[src/rtl/patdet_pkg.sv]
// Shared types and constants for the pattern-detector scheduler.
// Holds the one-hot FSM encoding, the detected pattern and a width helper.
package patdet_pkg;

  typedef enum logic [3:0] {
    S_IDLE  = 4'b0001,
    S_CLR   = 4'b0010,
    S_SHIFT = 4'b0100,
    S_DONE  = 4'b1000
  } state_t;

  localparam logic [3:0] PATTERN = 4'b1101;

  // Ceiling log2, but never below 1, so that index vectors always have a bit.
  function automatic int clog2(input int v);
    int r;
    r = 1;
    while ((1 << r) < v) r++;
    return r;
  endfunction

endpackage

[src/rtl/patdet_sched_rr_arbiter.sv]
// Combinational round-robin pick: first set request at or after the pointer, wrapping.
// The caller registers the grant.
module rr_arbiter
  import patdet_pkg::*;
#(
  parameter  int N_REQ = 4,
  localparam int IDX_W = clog2(N_REQ)
) (
  input  logic [N_REQ-1:0] req,
  input  logic [IDX_W-1:0] pointer,
  input  logic             enable,
  output logic [N_REQ-1:0] grant,
  output logic [IDX_W-1:0] index
);

  logic             hi_found;
  logic             lo_found;
  logic [IDX_W-1:0] hi_idx;
  logic [IDX_W-1:0] lo_idx;

  // Descending scan: the last hit written is the lowest index in each class.
  always_comb begin
    hi_found = 1'b0;
    lo_found = 1'b0;
    hi_idx   = '0;
    lo_idx   = '0;
    for (int i = N_REQ - 1; i >= 0; i--) begin
      if (req[i]) begin
        lo_found = 1'b1;
        lo_idx   = IDX_W'(i);
        if (i >= int'(pointer)) begin
          hi_found = 1'b1;
          hi_idx   = IDX_W'(i);
        end
      end
    end
  end

  always_comb begin
    grant = '0;
    index = hi_found ? hi_idx : lo_idx;
    if (enable && lo_found) begin
      grant = N_REQ'(1) << index;
    end
  end

endmodule

[src/rtl/patdet_sched.sv]
// Round-robin scheduler sharing one serial 1101 detector among N_REQ requesters.
// Each grant clears the detector, shifts one word through it and reports the match count.
//
// state   | meaning
// S_IDLE  | arbitrate; on a request capture the word and register the grant
// S_CLR   | one cycle holding the detector in reset
// S_SHIFT | W cycles presenting shreg MSB first, counting match pulses
// S_DONE  | done pulse visible, grant drops, pointer advances
module patdet_sched
  import patdet_pkg::*;
#(
  parameter  int N_REQ = 4,
  parameter  int W     = 8,
  localparam int CNT_W = clog2(W + 1),
  localparam int IDX_W = clog2(N_REQ)
) (
  input  logic                 clk_i,
  input  logic                 rst_i,
  input  logic [N_REQ-1:0]     req_i,
  input  logic [N_REQ*W-1:0]   data_i,
  output logic [N_REQ-1:0]     gnt_o,
  output logic                 done_o,
  output logic [IDX_W-1:0]     done_id_o,
  output logic [CNT_W-1:0]     match_cnt_o,
  output logic                 det_rst_o,
  output logic                 det_din_o,
  output logic                 det_valid_o,
  input  logic                 det_pat_i
);

  localparam int BIT_W = clog2(W);

  state_t           state;
  logic [W-1:0]     shreg;
  logic [CNT_W-1:0] cnt;
  logic [BIT_W-1:0] bit_cnt;
  logic [IDX_W-1:0] rr_ptr;
  logic [IDX_W-1:0] gnt_idx;
  logic [N_REQ-1:0] arb_gnt;
  logic [IDX_W-1:0] arb_idx;

  rr_arbiter #(.N_REQ(N_REQ)) u_arb (
    .req     (req_i),
    .pointer (rr_ptr),
    .enable  (state == S_IDLE),
    .grant   (arb_gnt),
    .index   (arb_idx)
  );

  always_ff @(posedge clk_i) begin
    if (rst_i) begin
      state       <= S_IDLE;
      gnt_o       <= '0;
      gnt_idx     <= '0;
      done_o      <= 1'b0;
      done_id_o   <= '0;
      match_cnt_o <= '0;
      rr_ptr      <= '0;
      shreg       <= '0;
      cnt         <= '0;
      bit_cnt     <= '0;
    end else begin
      done_o <= 1'b0;
      unique case (state)
        S_IDLE: begin
          if (|req_i) begin
            gnt_o   <= arb_gnt;
            gnt_idx <= arb_idx;
            shreg   <= data_i[int'(arb_idx)*W +: W];
            cnt     <= '0;
            bit_cnt <= '0;
            state   <= S_CLR;
          end
        end
        S_CLR: begin
          state <= S_SHIFT;
        end
        S_SHIFT: begin
          shreg   <= {shreg[W-2:0], 1'b0};
          bit_cnt <= bit_cnt + BIT_W'(1);
          if (det_pat_i) begin
            cnt <= cnt + CNT_W'(1);
          end
          // The last bit's match is folded in directly so the result is ready with done.
          if (bit_cnt == BIT_W'(W - 1)) begin
            state       <= S_DONE;
            done_o      <= 1'b1;
            done_id_o   <= gnt_idx;
            match_cnt_o <= cnt + CNT_W'(det_pat_i);
          end
        end
        S_DONE: begin
          gnt_o  <= '0;
          rr_ptr <= (gnt_idx == IDX_W'(N_REQ - 1)) ? '0 : gnt_idx + IDX_W'(1);
          state  <= S_IDLE;
        end
        default: begin
          state <= S_IDLE;
          gnt_o <= '0;
        end
      endcase
    end
  end

  assign det_rst_o   = rst_i || (state == S_CLR);
  assign det_valid_o = (state == S_SHIFT);
  assign det_din_o   = (state == S_SHIFT) && shreg[W-1];

endmodule

[config.mk]
export PLATFORM = sky130hd
export DESIGN_NAME = patdet_sched
export DESIGN_NICKNAME = d
export VERILOG_FILES = /design/src/rtl/patdet_pkg.sv /design/src/rtl/patdet_sched_rr_arbiter.sv /design/src/rtl/patdet_sched.sv
export SDC_FILE = /design/constraint.sdc
export NUM_CORES = 1
export LEC_CHECK = 0
export BUFFER_PORTS_ARGS = -buffer_cell sky130_fd_sc_hd__buf_2
export CORE_ASPECT_RATIO = 1.4
export CORE_UTILIZATION = 30
export DETAILED_ROUTE_END_ITERATION = 10
export HOLD_SLACK_MARGIN = 0.03
export PLACE_DENSITY_LB_ADDON = 0.25
export REMOVE_ABC_BUFFERS = 1
export SLEW_MARGIN = 40
export SYNTH_ARGS = -nofsm -noshare
export SYNTH_HDL_FRONTEND = slang
export SYNTH_HIERARCHICAL = 1
export SYNTH_SLANG_ARGS = --single-unit
export TNS_END_PERCENT = 50
[constraint.sdc]
create_clock -name clk_i -period 2.07 [get_ports clk_i]
set_clock_uncertainty 0.2 [all_clocks]
set_input_delay 0.3105 -clock clk_i [delete_from_list [all_inputs] [get_ports clk_i]]
set_output_delay 0.3105 -clock clk_i [all_outputs]
set_load 0.05 [all_outputs]
==> impl_metrics.py, run 1 <==
metrics = {
    "critical_path": {
        "worstPathRequired_ps": 2040,
        "cpMaxStageDelayCell": "mux4_2",
        "cp_num_buf_inv": 2,
        "crit_cells": 7,
        "rr_worst_depth": 7,
        "critical_path.top_delay_family": "compound AO/OA/AOI/OAI gates",
        "slowest_delay_ps": 490,
        "criticalPathCategory": "reg -> reg",
        "worstPathArrival_ps": 2140,
        "cp-start-kind": "flop",
        "end_kind": "flop",
        "critPathMaxFanout": 5,
        "path_cells": "a21bo_1, a221oi_4, buf_6, buf_12, mux4_2, a32oi_1, a21oi_1",
    },
    "status": {
        "status": "finished with violations",
        "violations": "negative setup slack",
    },
    "floorplan": {
        "num_rows": 34,
        "fp.dieW_um": 69.6,
        "core_area_sq_um": 6210,
        "io_pins": 53,
        "initial_core_util": 0.309,
        "die_y_um": 96.7,
        "die_area_sq_um": 6730,
    },
    "synthesis": {
        "synth_top_family_by_area": "compound AO/OA/AOI/OAI gates",
        "yosys-mux-area-fraction": 0.115,
        "synthSimpleGateAreaFrac": 0.145,
        "ys_seq_area_frac": 0.354,
        "synthTopCellsByArea": "dfxtp_1 35%, mux4_2 9.4%, a21oi_1 6.0%",
        "syn_area_sq_um": 1920,
        "ys_types": 50,
        "synth-compound-area-share": 0.261,
        "synth_top_area_share": 0.354,
        "synth_ff_type": "dfxtp_1",
        "synth_cells": 192,
        "yosysWarnings": 6,
        "synthXorXnorAreaFrac": 0.00911,
        "avgSynthCellArea_sq_um": 10.0,
        "synth_top_cell_by_area": "dfxtp_1",
        "synthArstFlopShare": 0,
        "synthAdderAreaFrac": 0.0391,
        "synth_edf_count": 0,
        "synth.ff_latch_count": 34,
    },
    "cts": {
        "cts_tree": "done",
        "insertion_delay_ps": 280,
        "clk_pin_slew_worst_paths_ps": 70,
        "cts_root_buf": "clkbuf_8",
        "cts.sinks": 34,
        "holdBufCountCts": 0,
        "cts_buffers": 5,
        "h-tree-depth": 2,
        "clockBufferDepth": 2,
    },
    "route": {
        "remaining_drc_errors": 0,
        "wl_mm": 4.84,
        "wire_per_inst_um": 14.4,
        "vias": 1800,
        "ant_nets": 0,
        "drt_iter0_markers": 78,
        "viasPerCell": 5.37,
        "firstDrtPassIters": 4,
    },
    "sta": {
        "min_period_over_period": 1.05,
        "setup_ws_ps": -99.0,
        "rsz0062_at_grt": "yes",
        "finalSetupViolations": 8,
        "fin_crit_ps": 2170,
        "maxSlewHeadroom": 0.586,
        "worst_pin_slew_ps": 612,
        "max_freq_mhz": 461,
        "finalHoldViolations": 0,
        "hold_ws_ps": 160,
        "drv_slew": 0,
    },
    "power_and_ir_drop": {
        "power_density_nw_per_um2": 646,
        "irDropWorstVdd_uv": 250,
        "p_leak_nw": 1.03,
    },
    "finish": {
        "drive_above_1_share": 0.422,
        "insertedDiodeCount": 0,
        "multi_input_area_sq_um": 1110,
        "final_cell_mix": "50 x buf_2, 30 x dfxtp_1, 24 x buf_4",
        "layout_commonest_cell": "buf_2",
        "final_util": 0.407,
        "ff_latch_area_sq_um": 686,
        "final_nets": 307,
        "syn_to_final_growth_pct": 31.4,
        "n_fill_cell": 622,
        "final_cell_area_sq_um": 2520,
    },
    "placed_design": {
        "gp_congestion": 0.831,
        "io_buffer_count": 52,
        "placed_cell_area_sq_um": 2350,
        "dp_hpwl_mm": 3.48,
        "dp_slack_ps": -203,
    },
    "global_routing": {
        "grt_max_degree": 20,
        "grt_pass1_vias": 1775,
        "grt_pass1_wl_mm": 8.68,
        "globalRoute.busiestLayer": "met2",
        "grt_util_met1": 0.208,
        "grtUsageTotal": 0.157,
        "met2_usage": 0.253,
        "grt_overflow": 0,
        "antenna_found_initial": 0,
        "grt_util_met3": 0.0292,
    },
    "job": {
        "max-cap-violations": 0,
    },
    "min_path": {
        "whs_path_depth": 3,
        "hold_path_class": "in -> reg",
    },
}
cells by family (layout without fill, tap and decap cells):
group | Yosys count | count (layout)
AOI/OAI and AO/OA | 69 | 69
xor gates and xnor gates | 2 | 2
adders and majority gates | 6 | 6
buffers and inverters | 24 | 95
DFF | 34 | 34
muxes | 12 | 12
and+or+nand+nor | 45 | 45
power by group:
group	total [mW]	switching (mW)	internal, mW
Clock	0.513	0.245	0.268
Combinational	0.392	0.205	0.187
Sequential	0.726	0.0319	0.694
Total	1.63	0.482	1.15
cell usage after synthesis, drive strengths merged, types with 2 or more instances:
library cell	instances
o211ai	11
a21oi	23
mux4	8
nand2	5
or3b	2
nor4	2
nor3	3
clkbuf	5
ha	6
nor2	9
a32oi	8
a32o	4
o32ai	2
a311oi	2
nand3	11
buf	10
nand2b	4
dfxtp	34
o21ai	8
nor3b	2
or4b	2
inv	8
mux2i	4
area by class of cell:
cell class                 instances  area share
tap                               72      0.0357
inverter                           9      0.0173
timing repair buffer              78       0.198
clock inverter                     1     0.00198
sequential                        34       0.272
clock buffer                       7      0.0342
multi-input combinational        134       0.441
metal layers:
metal | up-vias | part of all wire
met5 | - | 0
met2 | 58 | 0.49
met1 | 846 | 0.44
li1 | 889 | -
met4 | 0 | 0.013
met3 | 7 | 0.053
state kept, by name, indices dropped and copies added, names as in the netlist:
signal       flops
gnt_o            4
gnt_idx          2
state            4
cnt              4
bit_cnt          3
shreg            8
match_cnt_o      4
done_o           1
done_id_o        2
rr_ptr           2
worst register-to-register path, delay by kind of cell, from the launching register on:
family | cells | cell delay [ps]
AOI/OAI and AO/OA | 4 | 730
muxes | 1 | 490
buffers and inverters | 2 | 280
DFF | 1 | 340
final timing paths:
kind / to / from / slack (ps)
worst max-delay path: shreg[6]$_SDFFE_PP0P_ / rr_ptr[1]$_SDFFE_PP0N_ / -100
worst min-delay path: cnt[0]$_SDFFE_PP0P_ / det_pat_i / 160
worst max register to register: shreg[6]$_SDFFE_PP0P_ / rr_ptr[1]$_SDFFE_PP0N_ / -100
worst min register to register: match_cnt_o[1]$_SDFFE_PP0P_ / match_cnt_o[1]$_SDFFE_PP0P_ / 280
timing repair:
item | CTS | global route
setup endpoints to repair | 9 | 9
cloned | 1 | 0
gates resized for setup | 10 | 4
buffers inserted | 2 | 0
pin swaps | 13 | 0
through the flow:
stage / power [mW] / std cells / setup TNS, ps
after floorplan: 0.956 / 177 / -2160
after global placement: 1.11 / 324 / -1160
after detailed placement: 1.11 / 324 / -1420
after CTS: 1.64 / 335 / -651
after global routing: 1.72 / 335 / -1290
final: 1.63 / 335 / -596
(Power assumes the default switching activity.)
==> inputs of run 2 (changes only) <==
ABC_AREA = 1   (was not set)
==> impl_metrics.py, run 2 <==
metrics = {
    "sta": {
        "max_freq_mhz": 518,
        "setup_ws_ps": 139,
        "finalHoldViolations": 0,
        "worst_pin_slew_ps": 348,
        "maxSlewHeadroom": 0.766,
        "fin_tns_setup_ps": 0,
        "fin_crit_ps": 1930,
        "min_period_over_period": 0.933,
        "finalSetupViolations": 0,
        "rsz0062_at_grt": "no",
        "drv_slew": 0,
    },
    "critical_path": {
        "reg2reg_from": "rr_ptr[1]$_SDFFE_PP0N_",
        "slowest_delay_ps": 390,
        "end_kind": "primary output",
        "crit_start": "state[2]$_SDFFE_PP0P_",
        "rrSetupSlack_ps": 240,
        "cp_num_buf_inv": 3,
        "critPathMaxFanout": 5,
        "rr_worst_depth": 11,
        "worstPathRequired_ps": 1560,
        "worstPathArrival_ps": 1420,
        "cpMaxStageDelayCell": "dfxtp_1",
        "path_cells": "inv_2, nand2_1, nor3_2, nor2_2, inv_1, buf_2",
        "r2r-end": "shreg[5]$_SDFFE_PP0P_",
        "criticalPathCategory": "reg -> out",
        "cp-start-kind": "flop",
        "critical_path.top_delay_family": "simple AND/OR/NAND/NOR gates",
    },
    "power_and_ir_drop": {
        "power_density_nw_per_um2": 743,
        "irDropWorstVdd_uv": 375,
        "p_leak_nw": 1.47,
    },
    "floorplan": {
        "num_rows": 35,
        "die_y_um": 101,
        "fp.dieW_um": 73.0,
        "io_pins": 53,
        "initial_core_util": 0.316,
        "die_area_sq_um": 7400,
        "core_area_sq_um": 6700,
    },
    "job": {
        "max-cap-violations": 0,
    },
    "synthesis": {
        "syn_area_sq_um": 2120,
        "synth_most_common_cell": "nand2_1",
        "synth_ff_type": "dfxtp_1",
        "avgSynthCellArea_sq_um": 6.32,
        "synth_top_area_share": 0.322,
        "ys_seq_area_frac": 0.322,
        "synth.ff_latch_count": 34,
        "synthTopCellsByArea": "dfxtp_1 32%, nand2_1 16%, nand3_1 11%",
        "synth_edf_count": 0,
        "synth_top_cell_by_area": "dfxtp_1",
        "synthArstFlopShare": 0,
        "ys_types": 26,
        "synth_cells": 335,
        "yosysWarnings": 6,
        "synth_common_cells": "93 x nand2_1, 50 x inv_1, 45 x nand3_1, 40 x nor2_1, 34 x dfxtp_1",
    },
    "min_path": {
        "hold-path-endpoint": "bit_cnt[1]$_SDFFE_PP0P_",
        "whs_path_depth": 2,
        "hold_path_class": "in -> reg",
        "hold_start": "rst_i",
    },
    "cts": {
        "cts_tree": "done",
        "cts_root_buf": "clkbuf_8",
        "cts_buffers": 5,
        "h-tree-depth": 2,
        "clk_pin_slew_worst_paths_ps": 70,
        "holdBufCountCts": 0,
        "insertion_delay_ps": 290,
        "cts.sinks": 34,
        "clockBufferDepth": 2,
    },
    "route": {
        "wire_per_inst_um": 9.96,
        "firstDrtPassIters": 4,
        "viasPerCell": 4.40,
        "wl_mm": 4.87,
        "drt_iter0_markers": 56,
        "remaining_drc_errors": 0,
        "vias": 2150,
        "ant_nets": 0,
    },
    "placed_design": {
        "io_buffer_count": 52,
        "dp_slack_ps": 152,
        "gp_congestion": 0.796,
        "dp_hpwl_mm": 3.73,
    },
    "global_routing": {
        "grtUsageTotal": 0.143,
        "grt_pass1_wl_mm": 8.51,
        "grt_overflow": 0,
        "grt_max_degree": 19,
        "grt_pass1_vias": 2032,
        "antenna_found_initial": 0,
    },
    "finish": {
        "final_util": 0.395,
        "insertedDiodeCount": 0,
        "layout_commonest_cell": "nand2_1",
        "syn_to_final_growth_pct": 24.9,
        "final_nets": 441,
        "largest_register_ffs": 8,
        "top_register": "shreg",
        "drive_above_1_share": 0.237,
        "n_fill_cell": 761,
        "final_cell_mix": "93 x nand2_1, 52 x buf_2, 50 x inv_1",
    },
    "status": {
        "status": "finished, final reports clean",
    },
}
==> run 2: cell types whose count changed after synthesis, sizes merged, moves of 10 or more <==
cell,before,now
nand3,11,45
inv,8,53
nand2,5,101
a21oi,23,12
nor2,9,47
o211ai,11,1
==> run 2: metrics by stage <==
stage               instance area [sq um]  hold WS (ps)  cells  power, mW
finish                               2650           111    489       1.96
global route                         2650           125    489       2.09
CTS                                  2590           106    483       1.99
detailed placement                   2450           260    475       1.24
global placement                     2450           256    475       1.24
floorplan                            2020           180    324       1.10
==> run 2: layout make-up <==
class,instances,area [sq um],share of cell area
Clock buffer,5,68.8,0.0260
Clock inverter,3,68.8,0.0260
Inverter,55,206,0.0781
Multi-Input combinational cell,235,1140,0.432
Sequential cell,34,681,0.257
Tap cell,92,115,0.0435
Timing Repair Buffer,65,362,0.137
==> run 2: logic make-up (layout without fill, tap and decap cells) <==
group,Yosys count,count (layout),synth area share
buffers and inverters,66,128,0.142
xor gates and xnor gates,1,1,0.00414
adders and majority gates,6,6,0.0355
and+or+nand+nor,196,196,0.410
DFF,34,34,0.322
AOI/OAI and AO/OA,32,32,0.0869
==> run 2: how the worst max path moves through the flow <==
stage / slack [ps] / end / depth (start not counted)
after global routing: 20 / shreg[5]$_SDFFE_PP0P_ / 14
after floorplan: 210 / det_din_o / 4
after global placement: 180 / shreg[5]$_SDFFE_PP0P_ / 13
final: 140 / det_rst_o / 6
after CTS: 4 / det_rst_o / 6
after detailed placement: 150 / shreg[5]$_SDFFE_PP0P_ / 13
==> run 2: repair_timing <==
item,CTS,global route
setup endpoints to repair,0,4
buffers inserted,0,6
resized for setup,0,3
==> run 2: power by group <==
group,internal [mW],total [mW],switching [mW]
Clock,0.482,0.735,0.253
Combinational,0.187,0.475,0.287
Sequential,0.710,0.755,0.0455
Total,1.38,1.96,0.586
==> run 2: routing by layer <==
| layer | vias up | GRT usage | wire, um |
|---|---|---|---|
| met3 | 4 | 0.0219 | 183 |
| met1 | 951 | 0.165 | 2240 |
| met4 | 0 | 0.0498 | 33 |
| met5 | - | 0 | 0 |
| met2 | 39 | 0.264 | 2410 |
| li1 | 1156 | - | - |
